<file path="src/rtl/conv2d_out_packer.sv">
// Packs a serial element stream into PE-wide words, tags frame ends and buffers words in a small FIFO.
// Optional status outputs (overflow, drop_count) are built only with CONV2D_OUT_PACKER_STATUS_EN defined.
module conv2d_out_packer #(
    parameter int PE         = 16,
    parameter int DATA_WIDTH = 8,
    parameter int PIXELS     = 64,
    parameter int FIFO_DEPTH = 4
) (
    input  logic                       clk,
    input  logic                       rst,
    input  logic [DATA_WIDTH-1:0]      data_in,
    input  logic                       valid_in,
    output logic [PE*DATA_WIDTH-1:0]   out_data,
    output logic                       out_valid,
    input  logic                       out_ready,
    output logic                       out_last
`ifdef CONV2D_OUT_PACKER_STATUS_EN
    ,
    output logic                       overflow,
    output logic [15:0]                drop_count
`endif
);

    localparam int WORD_W = PE * DATA_WIDTH;
    localparam int LANE_W = (PE > 1) ? $clog2(PE) : 1;
    localparam int WIDX_W = (PIXELS > 1) ? $clog2(PIXELS) : 1;
    localparam int PTR_W  = $clog2(FIFO_DEPTH);
    localparam int CNT_W  = PTR_W + 1;

    logic [LANE_W-1:0] lane_q, lane_d;
    logic [WIDX_W-1:0] word_idx_q, word_idx_d;
    logic [WORD_W-1:0] partial_q, partial_d;
    logic [PTR_W-1:0]  wr_ptr_q, wr_ptr_d;
    logic [PTR_W-1:0]  rd_ptr_q, rd_ptr_d;
    logic [CNT_W-1:0]  count_q, count_d;

    logic [WORD_W-1:0] mem_data_q [FIFO_DEPTH];
    logic              mem_last_q [FIFO_DEPTH];

    logic [WORD_W-1:0] assembled;
    logic              word_done;
    logic              word_last;
    logic              fifo_full;
    logic              fifo_empty;
    logic              pop;
    logic              push;
    logic              drop;

    // Output handshake: a word transfers on a rising edge where out_valid && out_ready;
    // out_data/out_last hold the FIFO head until then. The input side has no backpressure.
    always_comb begin
        assembled = partial_q;
        for (int k = 0; k < PE; k++) begin
            if (lane_q == LANE_W'(k)) begin
                assembled[k*DATA_WIDTH +: DATA_WIDTH] = data_in;
            end
        end
        word_done  = valid_in && (lane_q == LANE_W'(PE - 1));
        word_last  = (word_idx_q == WIDX_W'(PIXELS - 1));
        fifo_full  = (count_q == CNT_W'(FIFO_DEPTH));
        fifo_empty = (count_q == '0);
        pop        = !fifo_empty && out_ready;
        // A full FIFO still takes the word when the head leaves on the same edge.
        push       = word_done && (!fifo_full || pop);
        drop       = word_done && fifo_full && !pop;
    end

    always_comb begin
        lane_d     = lane_q;
        word_idx_d = word_idx_q;
        partial_d  = partial_q;
        if (valid_in) begin
            partial_d = assembled;
            if (word_done) begin
                lane_d     = '0;
                word_idx_d = word_last ? '0 : word_idx_q + WIDX_W'(1);
            end else begin
                lane_d = lane_q + LANE_W'(1);
            end
        end
    end

    always_comb begin
        wr_ptr_d = push ? wr_ptr_q + PTR_W'(1) : wr_ptr_q;
        rd_ptr_d = pop  ? rd_ptr_q + PTR_W'(1) : rd_ptr_q;
        count_d  = count_q;
        case ({push, pop})
            2'b10:   count_d = count_q + CNT_W'(1);
            2'b01:   count_d = count_q - CNT_W'(1);
            default: count_d = count_q;
        endcase
    end

    always_ff @(posedge clk or negedge rst) begin
        if (!rst) begin
            lane_q     <= '0;
            word_idx_q <= '0;
            partial_q  <= '0;
            wr_ptr_q   <= '0;
            rd_ptr_q   <= '0;
            count_q    <= '0;
        end else begin
            lane_q     <= lane_d;
            word_idx_q <= word_idx_d;
            partial_q  <= partial_d;
            wr_ptr_q   <= wr_ptr_d;
            rd_ptr_q   <= rd_ptr_d;
            count_q    <= count_d;
        end
    end

    // Storage needs no reset: its contents are only visible while occupancy is non-zero.
    always_ff @(posedge clk) begin
        if (push) begin
            mem_data_q[wr_ptr_q] <= assembled;
            mem_last_q[wr_ptr_q] <= word_last;
        end
    end

    assign out_valid = !fifo_empty;
    assign out_data  = fifo_empty ? '0 : mem_data_q[rd_ptr_q];
    assign out_last  = !fifo_empty && mem_last_q[rd_ptr_q];

`ifdef CONV2D_OUT_PACKER_STATUS_EN
    logic        overflow_q, overflow_d;
    logic [15:0] drop_count_q, drop_count_d;

    always_comb begin
        overflow_d   = overflow_q | drop;
        drop_count_d = drop_count_q;
        if (drop && (drop_count_q != 16'hFFFF)) begin
            drop_count_d = drop_count_q + 16'd1;
        end
    end

    always_ff @(posedge clk or negedge rst) begin
        if (!rst) begin
            overflow_q   <= 1'b0;
            drop_count_q <= '0;
        end else begin
            overflow_q   <= overflow_d;
            drop_count_q <= drop_count_d;
        end
    end

    assign overflow   = overflow_q;
    assign drop_count = drop_count_q;
`endif

endmodule

</file>
<file path="config.mk">
export PLATFORM = sky130hd
export DESIGN_NAME = conv2d_out_packer
export DESIGN_NICKNAME = d
export VERILOG_FILES = /design/src/rtl/conv2d_out_packer.sv
export SDC_FILE = /design/constraint.sdc
export NUM_CORES = 1
export LEC_CHECK = 0
export CAP_MARGIN = 20
export CORE_MARGIN = 2
export CORE_UTILIZATION = 60
export CTS_CLUSTER_DIAMETER = 80
export DETAILED_ROUTE_END_ITERATION = 10
export PLACE_DENSITY = 0.78
export SLEW_MARGIN = 10
export SYNTH_ARGS = -nofsm -noshare
export SYNTH_HDL_FRONTEND = slang
export SYNTH_SLANG_ARGS = --single-unit
</file>
<file path="constraint.sdc">
create_clock -name clk -period 10.35 [get_ports clk]
set_input_delay 2.07 -clock clk [delete_from_list [all_inputs] [get_ports clk]]
set_output_delay 2.07 -clock clk [all_outputs]
set_load 0.03 [all_outputs]
</file>
==> flow_metrics.tcl, run 1 <==
set metrics [dict create \
    run_status "complete, no violations" \
    cp_cell_sequence "buf_4, buf_16, mux4_2, and2_1, clkdlybuf4s50_1" \
    yosys_warnings 0 \
    dr.pass1.iters 5 \
    ys_seq_area_share_pct 70.8 \
    hold_buffers 0 \
    place.gp.congestion 0.742 \
    cts_resized 0 \
    worst_slack_ns 4.43 \
    die_w_um 216 \
    min_period_ns 5.92 \
    seq_area_um2 19100 \
    fin_skew_ns 0.0210 \
    totalWireLength_um 53900 \
    drc 0 \
    grt_first_pass_wirelength_um 83100 \
    pin_count 142 \
    grtUsageTotal_pct 23.7 \
    p_leak_nw 10.8 \
    drive_above_1_share_pct 33.0 \
    hp-class "reg -> reg" \
    drt_iter0_markers 1141 \
    dp_hpwl_um 29800 \
    cts_root_buf "clkbuf_16" \
    path_max_fanout 57 \
    max_freq_mhz 169 \
    overflow 0 \
    tns_ns 0 \
    fin_crit_sh_pct 57.2 \
    start_util_pct 60.9 \
    fin_nets 1548 \
    peakVddDrop_v 0.000234 \
    nFillCells 2725 \
    clock_sinks 661 \
    final_max_slew_viol_count 0 \
    clockBufferDepth 3 \
    ant_nets 0 \
    die_y_um 216 \
    critPathLaunchType "flip-flop" \
    setup-violations-final 0 \
    hold_viol 0 \
    synth_area_um2 27000 \
    synth_cells 1396 \
    post_cts_buffers 0 \
    multi_input_area_um2 7390 \
    portBuffers 141 \
    vias 13200 \
    critPathKind "reg -> out" \
    grt_max_degree 134 \
    syn_nets 1418 \
    drv_cap 0 \
    p_per_area_nw_per_um2 305 \
    slowest_delay_ns 1.03 \
    wl_per_cell_um 24.8 \
    slew_headroom_pct 33.9 \
    worstMarginPinSlew_ns 0.991 \
    cts_tree "done" \
    cp-end-kind "output pin" \
    cts_buffers 61 \
    slowest_stage "dfrtp_4" \
    core_um2 44300 \
    worstSkewPairLatency_ns 0.63 \
    antenna_found_initial 2 \
    pre_cts_ws_ns 4.44 \
    cp.arrival_ns 3.85 \
    area_growth_pct 14.1 \
    rsz0062_at_grt "false" \
    avgSynthCellArea_um2 19.3 \
    rows 77 \
    ctsHtreeMaxLevel 2 \
    yosysUniqueCellTypes 40 \
    critPathRequiredTime_ns 8.28 \
    grt_pass1_vias 13900 \
    dieArea_um2 46700 \
    cts.reportedPaths.clkPinSlew_ns 0.06 \
    avgViaCountPerCell 6.07 \
    ys_ff_latch 661 \
]
==> stage by stage <==
stage	power (mW)	instances	hold slack [ns]	cell area, µm²	utilization (%)
floorplan	6.14	1396	0.437	27000	-
global placement	7.16	2052	0.456	28800	64.9
detailed placement	7.29	2053	0.460	28800	65.0
CTS	9.48	2169	0.478	30800	69.4
global route	9.81	2171	0.514	30800	69.5
finish	9.41	2172	0.478	30800	69.5
==> layout make-up <==
cell class	instances	area share [%]
Clock inverter	21	0.641
Multi-Input combinational cell	637	24.0
Timing Repair Buffer	158	5.06
Clock buffer	95	5.74
Inverter	7	0.0853
Sequential cell	661	62.1
Antenna cell	1	0.00812
Tap cell	592	2.40
==> critical path, delay by kind of cell, from the launching register on <==
kind	cells	cell delay (ns)
buffers and inverters	3	1.55
DFF	1	1.03
muxes	1	0.39
and+or+nand+nor	1	0.19
==> Yosys cell counts, drive strengths merged <==
library cell	instances	share of area [%]
a21boi	1	0.028
a21o	1	0.028
a21oi	3	0.056
a2bb2oi	1	0.032
a311o	1	0.037
a41oi	1	0.060
and2	138	3.2
and3	5	0.12
and4	1	0.032
buf	48	1.2
clkbuf	43	0.60
dfrtp	145	13
edfxtp	516	57
fa	1	0.074
ha	9	0.42
inv	7	0.097
mux2	248	10
mux2i	1	0.037
mux4	129	11
nand2	49	0.76
nand3	18	0.54
nand4	2	0.046
nor2	1	0.014
nor2b	2	0.046
nor3	2	0.079
nor4	1	0.023
o2111ai	1	0.032
o211ai	2	0.056
o21ai	6	0.11
o31ai	2	0.056
o41ai	1	0.032
or3	2	0.046
xnor2	8	0.26
==> worst paths after layout <==
check,start,to,slack (ns),depth (start not counted)
hold reg to reg,partial_q[126]$_DFFE_PN0P_,partial_q[126]$_DFFE_PN0P_,0.48,2
hold / removal,partial_q[126]$_DFFE_PN0P_,partial_q[126]$_DFFE_PN0P_,0.48,2
min in group asynchronous,rst,partial_q[92]$_DFFE_PN0P_,1.52,1
setup reg to reg,lane_q[1]$_DFFE_PN0P_,mem_data_q[1][74]$_DFFE_PP_,6.84,6
max in group asynchronous,rst,rd_ptr_q[1]$_DFFE_PN0N_,7.42,2
setup / recovery,rd_ptr_q[1]$_DFFE_PN0N_,out_data[61],4.43,5
==> sequential cells by signal, indices dropped and copies added (netlist names) <==
| name | flops |
|---|---|
| mem_data_q | 512 |
| partial_q | 128 |
| word_idx_q | 6 |
| lane_q | 4 |
| mem_last_q | 4 |
| count_q | 3 |
| rd_ptr_q | 2 |
| wr_ptr_q | 2 |
==> power by group <==
group / leakage, nW / internal (mW) / switching, mW
clock network: 0.929 / 1.23 / 0.959
logic: 3.33 / 1.64 / 1.87
registers: 6.50 / 3.48 / 0.239
total: 10.8 / 6.34 / 3.07
==> cells by family after synthesis <==
logic type | after synthesis | synth area share (%)
adders and majority gates | 10 | 0.491
AOI/OAI and AO/OA | 20 | 0.528
muxes | 378 | 21.1
xor gates and xnor gates | 8 | 0.259
and+or+nand+nor | 221 | 4.90
buffers and inverters | 98 | 1.86
DFF | 661 | 70.8
==> per-layer routing <==
metal | share of wire (%) | vias up | track usage, %
met5 | 0 | - | 0
met4 | 2.2 | 0 | 6.80
met3 | 5.6 | 73 | 4.01
met2 | 50 | 401 | 39.2
met1 | 42 | 7017 | 33.2
li1 | - | 5696 | -
==> layout by cell type, fill, tap and decap left out, types with 7 or more instances in the layout <==
cell             Yosys  final
and2_1             138    134
buf_2               28      8
buf_4                6     14
clkbuf_1            42     26
clkbuf_16            0     64
clkdlybuf4s50_1      0    132
clkinvlp_4           0      8
dfrtp_1            145    143
edfxtp_1           516    516
ha_1                 9      9
inv_1                7      7
mux2_2             248    248
mux4_2             129    129
nand2_1             40     40
nand2_2              9      9
nand3_1              7      7
nand3_2             11     11
xnor2_1              8      8
No activity file was read; power rests on OpenSTA's default activity.
==> run 2: changes to the inputs <==
CORE_UTILIZATION = 54   (was 60)
PLACE_DENSITY = 0.74   (was 0.78)
clock period = 4.9 ns   (was 10.35 ns; I/O delays follow)
==> flow_metrics.tcl, run 2 (synthesized netlist as in run 1, its figures left out) <==
set metrics [dict create \
    run_status "complete, no violations" \
    ant_nets 0 \
    drt_iter0_markers 920 \
    min_period_ns 4.21 \
    grt_max_degree 89 \
    die_y_um 228 \
    fin_cells 2261 \
    internal_power_mw 13.8 \
    cts_tree "done" \
    cp.arrival_ns 3.23 \
    drc 0 \
    portBuffers 141 \
    critPathKind "reg -> out" \
    post_cts_buffers 0 \
    maxUsedRoutingLayer "met5" \
    largest_register_ff_count 512 \
    drive_above_1_share_pct 33.8 \
    max_freq_mhz 237 \
    wl_met3_um 2200 \
    avgViaCountPerCell 5.76 \
    clkPwrFrac_pct 24.4 \
    fin_skew_ns 0.0131 \
    cts_buffers 68 \
    fin_crit_sh_pct 85.9 \
    tns_ns 0 \
    area_growth_pct 15.8 \
    nFillCells 3357 \
    slew_headroom_pct 36.0 \
    peakVddDrop_v 0.000412 \
    wl_per_cell_um 23.7 \
    cts_root_buf "clkbuf_16" \
    place.gp.congestion 0.708 \
    drv_cap 0 \
    hold_viol 0 \
    dr.pass1.iters 5 \
    largestRegisters "mem_data_q: 512 flops, partial_q: 128 flops, word_idx_q: 6 flops" \
    p_sw_mw 6.52 \
    setup-violations-final 0 \
    hold_buffers 0 \
    p_comb_share_pct 37.0 \
    critPathRequiredTime_ns 3.92 \
    seq_power_share_pct 38.6 \
    p_per_area_nw_per_um2 649 \
    dieArea_um2 51800 \
    final_common_cell "edfxtp_1" \
    clock_sinks 661 \
    rows 81 \
    wl_met1_um 22900 \
    grt_pass1_vias 13600 \
    rsz0062_at_grt "false" \
    path_max_fanout 30 \
    totalWireLength_um 53600 \
    dp_hpwl_um 31200 \
    dp.cells 2138 \
    grtUsageTotal_pct 21.4 \
    overflow 0 \
    core_um2 49200 \
    hp-class "in -> async" \
    worstSkewPairLatency_ns 0.58 \
    final_max_slew_viol_count 0 \
    grt_first_pass_wirelength_um 81800 \
    clockBufferDepth 3 \
    start_util_pct 54.9 \
    die_w_um 228 \
    cp-end-kind "output pin" \
    vias 13000 \
    critPathLaunchType "flip-flop" \
    cts_resized 0 \
    antenna_found_initial 1 \
    swShare_pct 32.1 \
    cts.reportedPaths.clkPinSlew_ns 0.06 \
    mostFrequentLayoutCells "edfxtp_1 (516), mux2_2 (248), dfrtp_1 (143)" \
    ctsHtreeMaxLevel 3 \
    largest-register "mem_data_q" \
    fin_nets 1566 \
    p_leak_nw 11.0 \
    diodes 0 \
    wl_met2_um 27500 \
    worstMarginPinSlew_ns 0.958 \
    pin_count 142 \
]
==> run 2: cell count changes in the layout (fill, tap and decap cells not counted), moves of 7 or more <==
cell,change
buf_12,+12
clkinvlp_4,-8
clkinv_2,+10
clkbuf_16,+7
clkbuf_1,-9
clkinv_1,+9
==> run 2: layer usage <==
metal | vias up | global-route usage, %
met3 | 65 | 2.96
met1 | 6918 | 29.6
met4 | 2 | 5.99
met2 | 314 | 36.2
li1 | 5721 | -
met5 | - | 0
==> run 2: final timing paths <==
check | slack, ns | startpoint | end | cells past startpoint
hold / removal | 0.45 | rst | partial_q[90]$_DFFE_PN0P_ | 1
hold reg to reg | 0.47 | partial_q[122]$_DFFE_PN0P_ | partial_q[122]$_DFFE_PN0P_ | 2
setup / recovery | 0.69 | rd_ptr_q[0]$_DFFE_PN0N_ | out_data[68] | 4
min in group clk | 0.47 | partial_q[122]$_DFFE_PN0P_ | partial_q[122]$_DFFE_PN0P_ | 2
setup reg to reg | 1.76 | lane_q[0]$_DFFE_PN0P_ | mem_data_q[3][36]$_DFFE_PP_ | 6
max in group asynchronous | 3.41 | rst | rd_ptr_q[0]$_DFFE_PN0N_ | 2
==> run 2: worst max-delay path, cell delays in order (launching register included) <==
cell and delay [ns]:
dfrtp_4 0.88, buf_4 0.42, mux4_2 0.57, and2_1 0.18, clkdlybuf4s50_1 0.59
==> run 2: power by group through the flow <==
stage / Clock, mW / Combinational (mW) / Sequential [mW]
detailed placement: 0 / 7.59 / 7.94
floorplan: 0 / 5.31 / 7.64
global placement: 0 / 7.45 / 7.90
finish: 4.95 / 7.50 / 7.84
CTS: 5.04 / 7.63 / 7.84
global route: 5.25 / 8.01 / 7.92
==> run 2: area by class of cell <==
cell class,instances,area (µm²),share of cell area (%)
clock inverters,29,226,0.724
flip-flops and latches,661,19100,61.2
multi-input cells,637,7390,23.6
clock buffers,94,1920,6.15
well taps,664,831,2.66
inverters,7,26.3,0.0840
repair buffers,169,1730,5.54
==> run 2: per-stage QoR <==
stage / util [%] / area [µm²] / power, mW / worst slack (ns) / hold slack (ns)
2_1_floorplan: - / 27000 / 13.0 / 1.17 / 0.437
3_5_place_dp: 59.2 / 29100 / 15.5 / 1.17 / 0.462
4_1_cts: 63.6 / 31300 / 20.5 / 0.589 / 0.478
6_report: 63.6 / 31300 / 20.3 / 0.689 / 0.454
3_3_place_gp: 59.2 / 29100 / 15.4 / 1.19 / 0.455
5_1_grt: 63.6 / 31300 / 21.2 / 0.521 / 0.500
